===== src/rtl/tabellone_pkg.sv =====
// Shared codes and FSM state type for the scoreboard (tabellone) block.
package tabellone_pkg;

  localparam logic [1:0] NESSUNO = 2'b00;
  localparam logic [1:0] G1      = 2'b01;
  localparam logic [1:0] G2      = 2'b10;
  localparam logic [1:0] PARI    = 2'b11;

  localparam int GIOC_W = 5;

  typedef enum logic [1:0] {
    IDLE   = 2'd0,
    GIOCO  = 2'd1,
    REPORT = 2'd2
  } stato_t;

endpackage


===== src/rtl/contatore_sat.sv =====
// Saturating up-counter with enable and synchronous clear; clear has priority.
module contatore_sat #(
  parameter int W = 4
) (
  input  logic         clk,
  input  logic         rst_n,
  input  logic         i_en,
  input  logic         i_clr,
  output logic [W-1:0] o_q
);

  logic [W-1:0] r_q;

  always_ff @(posedge clk or negedge rst_n) begin
    if (!rst_n) begin
      r_q <= '0;
    end else if (i_clr) begin
      r_q <= '0;
    end else if (i_en && (r_q != {W{1'b1}})) begin
      r_q <= r_q + 1'b1;
    end
  end

  assign o_q = r_q;

endmodule


===== src/rtl/tabellone.sv =====
// Scoreboard: counts round results of the running match, tallies match outcomes
// and offers a one-entry report with valid/ready handshake at the end of each match.
module tabellone
  import tabellone_pkg::*;
#(
  parameter int CNT_W = 4,
  parameter int VIT_W = 4
) (
  input  logic             clk,
  input  logic             rst_n,
  input  logic             inizia,
  input  logic [1:0]       manche,
  input  logic [1:0]       partita,
  output logic [CNT_W-1:0] punti1,
  output logic [CNT_W-1:0] punti2,
  output logic [CNT_W-1:0] pareggi,
  output logic [4:0]       giocate,
  output logic [VIT_W-1:0] vittorie1,
  output logic [VIT_W-1:0] vittorie2,
  output logic [VIT_W-1:0] vittoriepari,
  output logic             rep_valid,
  input  logic             rep_ready,
  output logic [1:0]       rep_vincitore,
  output logic [4:0]       rep_giocate
);

  stato_t              r_stato;
  stato_t              w_stato_next;
  logic                r_pend;
  logic                r_rep_valid;
  logic [1:0]          r_rep_vincitore;
  logic [GIOC_W-1:0]   r_rep_giocate;

  logic                w_gioco_attivo;
  logic                w_transfer;
  logic                w_clr_match;
  logic                w_fine;
  logic [GIOC_W-1:0]   w_giocate;
  logic [GIOC_W-1:0]   w_giocate_dopo;
  logic [CNT_W-1:0]    w_punti [3];
  logic [VIT_W-1:0]    w_vitt  [3];

  // inizia in GIOCO aborts the match, so it masks both counting and match end
  assign w_gioco_attivo = (r_stato == GIOCO) && !inizia;
  assign w_transfer     = (r_stato == REPORT) && rep_ready;
  assign w_fine         = w_gioco_attivo && (partita != NESSUNO);
  assign w_clr_match    = (((r_stato == IDLE) || (r_stato == GIOCO)) && inizia)
                        || (w_transfer && (inizia || r_pend));

  // Round total including this cycle's round, for the report latched on match end
  assign w_giocate_dopo = ((manche != NESSUNO) && (w_giocate != {GIOC_W{1'b1}}))
                        ? w_giocate + 1'b1 : w_giocate;

  generate
    for (genvar gi = 0; gi < 3; gi++) begin : g_cnt
      localparam logic [1:0] CODICE = 2'(gi + 1);

      contatore_sat #(.W(CNT_W)) u_punti (
        .clk   (clk),
        .rst_n (rst_n),
        .i_en  (w_gioco_attivo && (manche == CODICE)),
        .i_clr (w_clr_match),
        .o_q   (w_punti[gi])
      );

      contatore_sat #(.W(VIT_W)) u_vitt (
        .clk   (clk),
        .rst_n (rst_n),
        .i_en  (w_fine && (partita == CODICE)),
        .i_clr (1'b0),
        .o_q   (w_vitt[gi])
      );
    end
  endgenerate

  contatore_sat #(.W(GIOC_W)) u_giocate (
    .clk   (clk),
    .rst_n (rst_n),
    .i_en  (w_gioco_attivo && (manche != NESSUNO)),
    .i_clr (w_clr_match),
    .o_q   (w_giocate)
  );

  always_comb begin
    w_stato_next = r_stato;
    case (r_stato)
      IDLE:    if (inizia) w_stato_next = GIOCO;
      GIOCO:   if (w_fine) w_stato_next = REPORT;
      REPORT:  if (w_transfer) w_stato_next = (inizia || r_pend) ? GIOCO : IDLE;
      default: w_stato_next = IDLE;
    endcase
  end

  always_ff @(posedge clk or negedge rst_n) begin
    if (!rst_n) begin
      r_stato <= IDLE;
    end else begin
      r_stato <= w_stato_next;
    end
  end

  always_ff @(posedge clk or negedge rst_n) begin
    if (!rst_n) begin
      r_pend          <= 1'b0;
      r_rep_valid     <= 1'b0;
      r_rep_vincitore <= 2'b00;
      r_rep_giocate   <= '0;
    end else begin
      r_rep_valid <= (w_stato_next == REPORT);
      if (w_transfer) begin
        r_pend <= 1'b0;
      end else if ((r_stato == REPORT) && inizia) begin
        r_pend <= 1'b1;
      end
      if (w_fine) begin
        r_rep_vincitore <= partita;
        r_rep_giocate   <= w_giocate_dopo;
      end
    end
  end

  assign punti1        = w_punti[0];
  assign punti2        = w_punti[1];
  assign pareggi       = w_punti[2];
  assign giocate       = w_giocate;
  assign vittorie1     = w_vitt[0];
  assign vittorie2     = w_vitt[1];
  assign vittoriepari  = w_vitt[2];
  assign rep_valid     = r_rep_valid;
  assign rep_vincitore = r_rep_vincitore;
  assign rep_giocate   = r_rep_giocate;

endmodule


===== config.mk =====
export PLATFORM = sky130hd
export DESIGN_NAME = tabellone
export DESIGN_NICKNAME = d
export VERILOG_FILES = /design/src/rtl/tabellone_pkg.sv /design/src/rtl/contatore_sat.sv /design/src/rtl/tabellone.sv
export SDC_FILE = /design/constraint.sdc
export NUM_CORES = 1
export LEC_CHECK = 0
export ABC_CLOCK_PERIOD_IN_PS = 3500
export CORE_UTILIZATION = 27
export DETAILED_ROUTE_END_ITERATION = 7
export PLACE_DENSITY = 0.51
export SYNTH_ARGS = -nofsm -noshare
export SYNTH_HDL_FRONTEND = slang
export SYNTH_SLANG_ARGS = --single-unit

===== constraint.sdc =====
create_clock -name clk -period 3.5 [get_ports clk]
set_clock_uncertainty 0.15 [all_clocks]
set_input_delay 0.7 -clock clk [delete_from_list [all_inputs] [get_ports clk]]
set_output_delay 0.7 -clock clk [all_outputs]
set_load 0.03 [all_outputs]

## Yosys cells after proc, flatten, opt, wreduce, memory -nomap -nowiden

Cells that the tools add are included.

| operators by class | value |
|---|---|
| add/sub/neg operators | 7 |
| equality and inequality tests | 16 |
| muxes and demuxes | 16 |
| reductions and logical operators | 33 |

Operators by type and width:

| cell | count |
|---|---|
| 4-bit by 1-bit adder with 4-bit output (second input constant) | 6 |
| 4-bit 2-to-1 mux | 6 |
| 4-bit inequality test (second input constant) | 6 |
| 1-bit logical AND | 21 |
| 5-bit 2-to-1 mux | 3 |
| 2-bit nonzero test | 7 |
| 2-bit == test (second input constant) | 6 |
| 2-bit by 1-bit == test with 1-bit output (second input constant) | 3 |
| 2-bit 2-to-1 mux | 3 |
| 2-bit case mux with 3 select lines | 1 |
| 5-bit by 1-bit adder with 5-bit output (second input constant) | 1 |
| 5-bit inequality test (second input constant) | 1 |
| 1-bit logical OR | 3 |
| 1-bit 2-to-1 mux | 3 |
| 2-bit logical NOT | 1 |
| 1-bit logical NOT | 1 |

| word-level totals | value |
|---|---|
| flip-flop bits (word level) | 40 |
| input bits | 8 |
| output and inout bits | 37 |
| logic and storage cells | 84 |

## Logic depth before layout (Yosys ltp)

Gate-level depths: netlist of the first run.

| logic depth | value |
|---|---|
| word-level depth | 6 |
| gate-level depth with buffers | 7 |
| depth with buffers taken out | 7 |

## Cells and area by module

Synthesis of the first run repeated with hierarchy kept, for this count alone.

| unflattened totals | value |
|---|---|
| cell total of the unflattened synthesis | 204 |
| area, all modules | 2262.2 um^2 |

Modules (own cells, without submodules):

| module | instances | cells an instance | area an instance (um^2) | seq. area each (um^2) |
|---|---|---|---|---|
| contatore_sat at g_cnt[0].u_punti ... | 6 | 20 | 229.0 | 100.1 |
| tabellone | 1 | 61 | 639.4 | 275.3 |
| contatore_sat at u_giocate | 1 | 23 | 249.0 | 125.1 |

## Worst setup path after synthesis of the first run

Ideal clock, no wire load.

| path | value |
|---|---|
| path kind | input to register |
| from | input manche[1] |
| to | register g_cnt[2].u_punti.r_q[3] |
| setup time | 139 ps |
| arrival | 1813 ps |
| data required time | 3211 ps |
| setup slack | 1397 ps |
| stages on the path | 5 |
| path buffers | 1 |
| cells stage by stage | clkbuf_1 -> nand4_1 -> or4b_2 -> o21ai_0 -> nor2_1 |

| on the way | value |
|---|---|
| word-level cells in the longest chain between the ends | 4 |

Ends and longest elaborated chain:

| element | line | text |
|---|---|---|
| from (decl) | tabellone.sv:12 | `input logic [1:0] manche,` |
| 2-bit == test | tabellone.sv:61 | `.i_en (w_gioco_attivo && (manche == CODICE)),` |
| 1-bit logical AND | tabellone.sv:61 |  |
| 1-bit logical AND | contatore_sat.sv:19 | `end else if (i_en && (r_q != {W{1'b1}})) begin` |
| 2-bit nonzero test (no source line) | -- |  |
| to (signal assigned) | contatore_sat.sv:20 | `r_q <= r_q + 1'b1;` |
| to (decl) | contatore_sat.sv:12 | `logic [W-1:0] r_q;` |

No other way between the ends.
A chain may end at the register's enable or synchronous reset.

## Worst setup path after layout of the first run

| path | value |
|---|---|
| from | input inizia |
| to | register g_cnt[0].u_vitt.r_q[1] |

| on the way | value |
|---|---|
| word-level cells in the longest chain between the ends | 5 |

Ends and longest elaborated chain:

| element | line | text |
|---|---|---|
| from (decl) | tabellone.sv:11 | `input logic inizia,` |
| 1-bit logical NOT | tabellone.sv:44 | `assign w_gioco_attivo = (r_stato == GIOCO) && !inizia;` |
| 1-bit logical AND | tabellone.sv:44 |  |
| 1-bit logical AND | tabellone.sv:46 | `assign w_fine = w_gioco_attivo && (partita != NESSUNO);` |
| 1-bit logical AND | tabellone.sv:69 | `.i_en (w_fine && (partita == CODICE)),` |
| 1-bit logical AND | contatore_sat.sv:19 |  |
| to (signal assigned) | contatore_sat.sv:20 |  |
| to (decl) | contatore_sat.sv:12 |  |

No other way between the ends.

==> impl_metrics.toml, run 1 <==
[logic_synthesis]
yosysWarningCount = 0
syn_area_um2 = 1944
yosysUniqueCellTypes = 34
ys_seq_area_frac = 0.5148
synth_nets = 196
synth_cells = 180
syn_area_per_cell_um2 = 10.80
synth-seq-cells = 40

[global_route]
grt_pass1_wl_mm = 6.982
grt_overflow_total = 0
track_usage = 0.1202
grt_max_degree = 41
grt_pass1_vias = 1443
antenna_found_initial = 0

[clocking]
cts_hold_repair.buffers = 0
path_clk_slew_ns = 0.08
htree_levels = 2
numCtsBuffers = 5
cts_sinks = 40
cts_resized = 0
cts_tree = "yes"
clk_latency_ns = 0.29
clk_path_buf_depth = 2
cts_post_setup_buffers_inserted = 0
cts_root_buffer = "clkbuf_8"

[die]
initial_core_util = 0.2831
io_pins = 45
die_w_um = 86.86
design.die.area_um2 = 7545
die_h_um = 86.86
core_um2 = 6869
rows = 30

[power]
clkPwrFrac = 0.186
switching_share = 0.4004
powerDensity_nw_per_um2 = 767.4
p_switching_uw = 800.8
p_int_mw = 1.199
leakagePower_nw = 1.099
seqPwrFrac = 0.386
combPwrFrac = 0.428
ir_worst_vdd_mv = 0.3541

[critical_path]
crit_chain = "clkdlybuf4s50_1, nand4bb_1, a311oi_2, mux2_2"
end_kind = "flop"
critPathSlowestCell = "clkdlybuf4s50_1"
path_class = "primary input to flop"
cp_max_fo = 6
cp_top_family = "buffers and inverters"
start_kind = "primary input"
critical_path_depth = 4
worstRegToRegCells = 7
crit_buf_inv = 1
max_stage_delay_ns = 0.55
cp_data_arrival_time_ns = 2.36
crit_required_ns = 3.53

[route]
wirelength_mm = 4.038
dr.first_iter.drc_count = 79
post-route-drc-count = 0
wl_per_cell_um = 12.39
vias = 1467
viasPerCell = 4.500
antenna_left = 0
dr.pass1.iters = 4

[timing]
hold_violations = 0
setup_slack_ns = 1.171
period_share = 0.6653
worst_pin_slew_ns = 0.9077
rsz0062_at_grt = "false"
slew_violations = 0
period_needed_ns = 2.329
slew-limit-headroom = 0.3949
max_freq_mhz = 429.4
setup_tns_ns = 0
setup_viol = 0

[finish]
nNetsFinal = 245
most-common-layout-cells = "clkdlybuf4s50_1 (43), dfrtp_1 (40), nor2_1 (28)"
final_common_cell = "clkdlybuf4s50_1"
area_growth_pct = 34.04
diodes = 0
drive_gt1_frac = 0.08696

[placed_design]
gp_congestion = 0.7213
port_buffers = 44
dp_hpwl_mm = 2.861
pre_cts_slack_ns = 0.8592

[hold_path]
hold_depth = 1
hold_path.class = "flop to flop"

[flow_run]
drv_cap = 0

[run_status]
status = "complete, no violations"
[cell usage after synthesis, drive strengths merged]
library cell  number  area [um^2]
a31oi              3        18.77
a311oi             1        15.01
nand4b             1        8.760
o21bai             1        7.510
or3b               1        8.760
or4b               1        10.01
nand2             12        45.04
xnor2             12        105.1
and4b              1        10.01
and3               2        12.51
nor2              28        105.1
nand2b             4        25.02
nor3b              2        26.28
mux2               4        45.04
nor3               3        15.01
nand4              7        43.79
nor4               1        6.260
inv                3        11.26
ha                 8        100.1
nand4bb            2        38.79
buf                2        12.51
nand3              9        45.04
xor2               7        61.31
clkbuf             2        7.510
dfrtp             40         1001
a21oi             11        55.05
o21ai              2        10.01
nor2b              1        6.260
a211oi             1        7.510
mux2i              7        70.07
o21ba              1        10.01
[flip-flops by register name (all words and copies together) (netlist names)]
register	flops
r_stato	2
g_cnt.u_vitt.o_q	12
rep_vincitore	2
rep_giocate	5
rep_valid	1
r_pend	1
u_giocate.o_q	5
g_cnt.u_punti.o_q	12
[cell families (layout without fill, tap and decap cells)]
family,after synthesis,in the layout,share of synthesized area
simple gates,75,75,0.2091
flops,40,40,0.5148
compound gates,20,20,0.06371
xor+xnor,19,19,0.08559
mux,11,11,0.05920
fa+ha+maj,8,8,0.05148
buf+inv,7,57,0.01609
[power groups by stage]
stage	clock, mW	combinational [mW]	sequential, mW
final	0.371	0.856	0.772
after global routing	0.409	0.931	0.797
after CTS	0.389	0.870	0.772
after detailed placement	0	0.868	0.776
after global placement	0	0.861	0.780
after floorplan	0	0.304	0.982
[area by class of cell]
| class | instances | area, um^2 |
|---|---|---|
| clock buffers | 5 | 68.82 |
| clock inverters | 3 | 42.54 |
| fillers | 705 | 4263 |
| inverters | 3 | 11.26 |
| multi-input cells | 133 | 912.1 |
| flip-flops and latches | 40 | 1001 |
| well taps | 96 | 120.1 |
| repair buffers | 46 | 450.4 |
[stage by stage]
| step | cells | cell area (um^2) | hold WS, ns | total power [mW] | util |
|---|---|---|---|---|---|
| floorplan | 180 | 1944 | 0.2544 | 1.286 | - |
| global placement | 318 | 2495 | 0.3362 | 1.641 | 0.3632 |
| detailed placement | 318 | 2495 | 0.3345 | 1.644 | 0.3632 |
| CTS | 326 | 2606 | 0.3501 | 2.031 | 0.3794 |
| global route | 326 | 2606 | 0.3726 | 2.137 | 0.3794 |
| finish | 326 | 2606 | 0.3447 | 2.000 | 0.3794 |
[metal layers]
metal	GRT usage	share of wire
met1	0.1600	0.48
met2	0.1883	0.45
met3	0.03602	0.060
met4	0.03636	0.011
met5	0	0
[final timing paths]
check,start,endpoint,slack (ns)
setup / recovery,inizia,g_cnt[0].u_vitt.o_q[1],1.17
hold / removal,g_cnt[2].u_vitt.o_q[3],g_cnt[2].u_vitt.o_q[3],0.34
setup reg to reg,u_giocate.o_q[0],u_giocate.o_q[4],1.39
hold reg to reg,g_cnt[2].u_vitt.o_q[3],g_cnt[2].u_vitt.o_q[3],0.34
max in group asynchronous,rst_n,u_giocate.o_q[1],2.24
min in group asynchronous,rst_n,g_cnt[0].u_vitt.o_q[0],0.38
No activity file was read; power rests on OpenSTA's default activity.
==> run 2, diff against run 1 <==
--- a/config.mk
+++ b/config.mk
@@ -5,7 +5,7 @@
 export SDC_FILE = /design/constraint.sdc
 export NUM_CORES = 1
 export LEC_CHECK = 0
-export ABC_CLOCK_PERIOD_IN_PS = 3500
+export ABC_CLOCK_PERIOD_IN_PS = 2150
 export CORE_UTILIZATION = 27
 export DETAILED_ROUTE_END_ITERATION = 7
 export PLACE_DENSITY = 0.51
==> constraint.sdc (replaced) <==
create_clock -name clk -period 2.15 [get_ports clk]
set_clock_uncertainty 0.15 [all_clocks]
set_input_delay 0.43 -clock clk [delete_from_list [all_inputs] [get_ports clk]]
set_output_delay 0.43 -clock clk [all_outputs]
set_load 0.03 [all_outputs]
==> impl_metrics.toml, run 2 (synthesized netlist as in run 1, its figures left out) <==
[global_route]
grt_max_degree = 41
track_usage = 0.1236
grt_pass1_vias = 1559
antenna_found_initial = 0
grt_overflow_total = 0
grt_pass1_wl_mm = 7.182

[route]
dr.pass1.iters = 4
viasPerCell = 4.490
dr.first_iter.drc_count = 114
antenna_left = 0
post-route-drc-count = 0
wl_per_cell_um = 12.24
wirelength_mm = 4.197
vias = 1540

[power]
p_int_mw = 2.027
power_mw = 3.346
leakagePower_nw = 1.183
seqPwrFrac = 0.367
powerDensity_nw_per_um2 = 1226
switching_share = 0.3942
p_switching_mw = 1.319
combPwrFrac = 0.449
ir_worst_vdd_mv = 0.5722
clkPwrFrac = 0.184

[critical_path]
path_class = "flop to output pin"
cp_max_fo = 4
end_kind = "output pin"
start_kind = "flop"
cp_data_arrival_time_ns = 1.45
crit_path_end = "giocate[0]"
crit_required_ns = 1.57
worstSetupStartpoint = "u_giocate.o_q[0]"
reg2reg_from = "u_giocate.o_q[1]"
worstRegToRegCells = 7
reg2reg_slack_ns = 0.20
rr_endpoint = "u_giocate.o_q[4]"

[timing]
hold_violations = 0
worst_pin_slew_ns = 0.5164
period_needed_ns = 2.027
setup_tns_ns = 0
max_freq_mhz = 493.4
fin_hold_ws_ns = 0.03634
rsz0062_at_grt = "false"
slew-limit-headroom = 0.6558
slew_violations = 0
period_share = 0.9426
setup_viol = 0

[finish]
design_area_um2 = 2730
final_util = 0.3975
area_growth_pct = 40.41
drive_gt1_frac = 0.1457
fillers = 690
final_common_cell = "clkdlybuf4s50_1"
most-common-layout-cells = "clkdlybuf4s50_1 (43), dfrtp_1 (40), nor2_1 (28)"
nNetsFinal = 262
diodes = 0

[flow_run]
drv_cap = 0

[die]
die_w_um = 86.86
io_pins = 45
die_h_um = 86.86
design.die.area_um2 = 7545
core_um2 = 6869
rows = 30
initial_core_util = 0.2831

[clocking]
cts_hold_repair.buffers = 0
cts_root_buffer = "clkbuf_8"
clk_path_buf_depth = 2
cts_tree = "yes"
htree_levels = 2
cts_post_setup_buffers_inserted = 0
cts_resized = 0
numCtsBuffers = 5
cts_sinks = 40
clk_latency_ns = 0.29
path_clk_slew_ns = 0.08

[placed_design]
placed_area_um2 = 2623
port_buffers = 44
gp_congestion = 0.7364
dp_hpwl_mm = 3.001

[run_status]
status = "complete, no violations"

[hold_path]
hold_path.class = "primary input to asynchronous set/reset pin"
==> run 2: stage by stage <==
| stage | instances | setup WS, ns |
|---|---|---|
| after floorplan | 180 | 0.07430 |
| after global placement | 335 | -0.07886 |
| after detailed placement | 335 | -0.1177 |
| after CTS | 343 | 0.1005 |
| after global routing | 343 | 0.02744 |
| final | 343 | 0.1234 |
==> run 2: how the worst min path moves through the flow <==
stage          depth (start not counted)                 endpoint  slack [ns]             start
6_report                               2   g_cnt[0].u_vitt.o_q[1]        0.04             rst_n
3_3_place_gp                           2         rep_vincitore[1]        0.31  rep_vincitore[1]
2_1_floorplan                          0  g_cnt[0].u_punti.o_q[0]       -0.02             rst_n
5_1_grt                                2   g_cnt[0].u_vitt.o_q[1]        0.08             rst_n
4_1_cts                                2   g_cnt[0].u_vitt.o_q[0]        0.06             rst_n
3_5_place_dp                           2         rep_vincitore[1]        0.32  rep_vincitore[1]
==> run 2: cell type report <==
class / count / area (um^2) / share of cell area
Multi-Input combinational cell: 133 / 912.1 / 0.3341
Timing Repair Buffer: 63 / 578.1 / 0.2117
Sequential cell: 40 / 1001 / 0.3666
Inverter: 3 / 11.26 / 0.004125
Clock buffer: 6 / 72.57 / 0.02658
Clock inverter: 2 / 35.03 / 0.01283
Tap cell: 96 / 120.1 / 0.04400
==> run 2: worst max-delay path: stages (launching register included) <==
cell             delay (ns)
dfrtp_1                0.35
buf_4                  0.14
clkdlybuf4s50_1        0.67
==> run 2: power by group through the flow <==
stage / registers (mW) / clock network, mW / logic, mW
4_1_cts: 1.24 / 0.632 / 1.52
3_5_place_dp: 1.24 / 0 / 1.52
2_1_floorplan: 1.60 / 0 / 0.495
5_1_grt: 1.28 / 0.662 / 1.63
6_report: 1.23 / 0.616 / 1.50
3_3_place_gp: 1.25 / 0 / 1.51
==> run 2: layer usage <==
metal	vias to the layer above	wire (um)	track usage
met5	-	0	0
met4	0	42	0.04091
met3	5	239	0.03318
met2	46	1892	0.2019
met1	729	2022	0.1585
li1	760	-	-
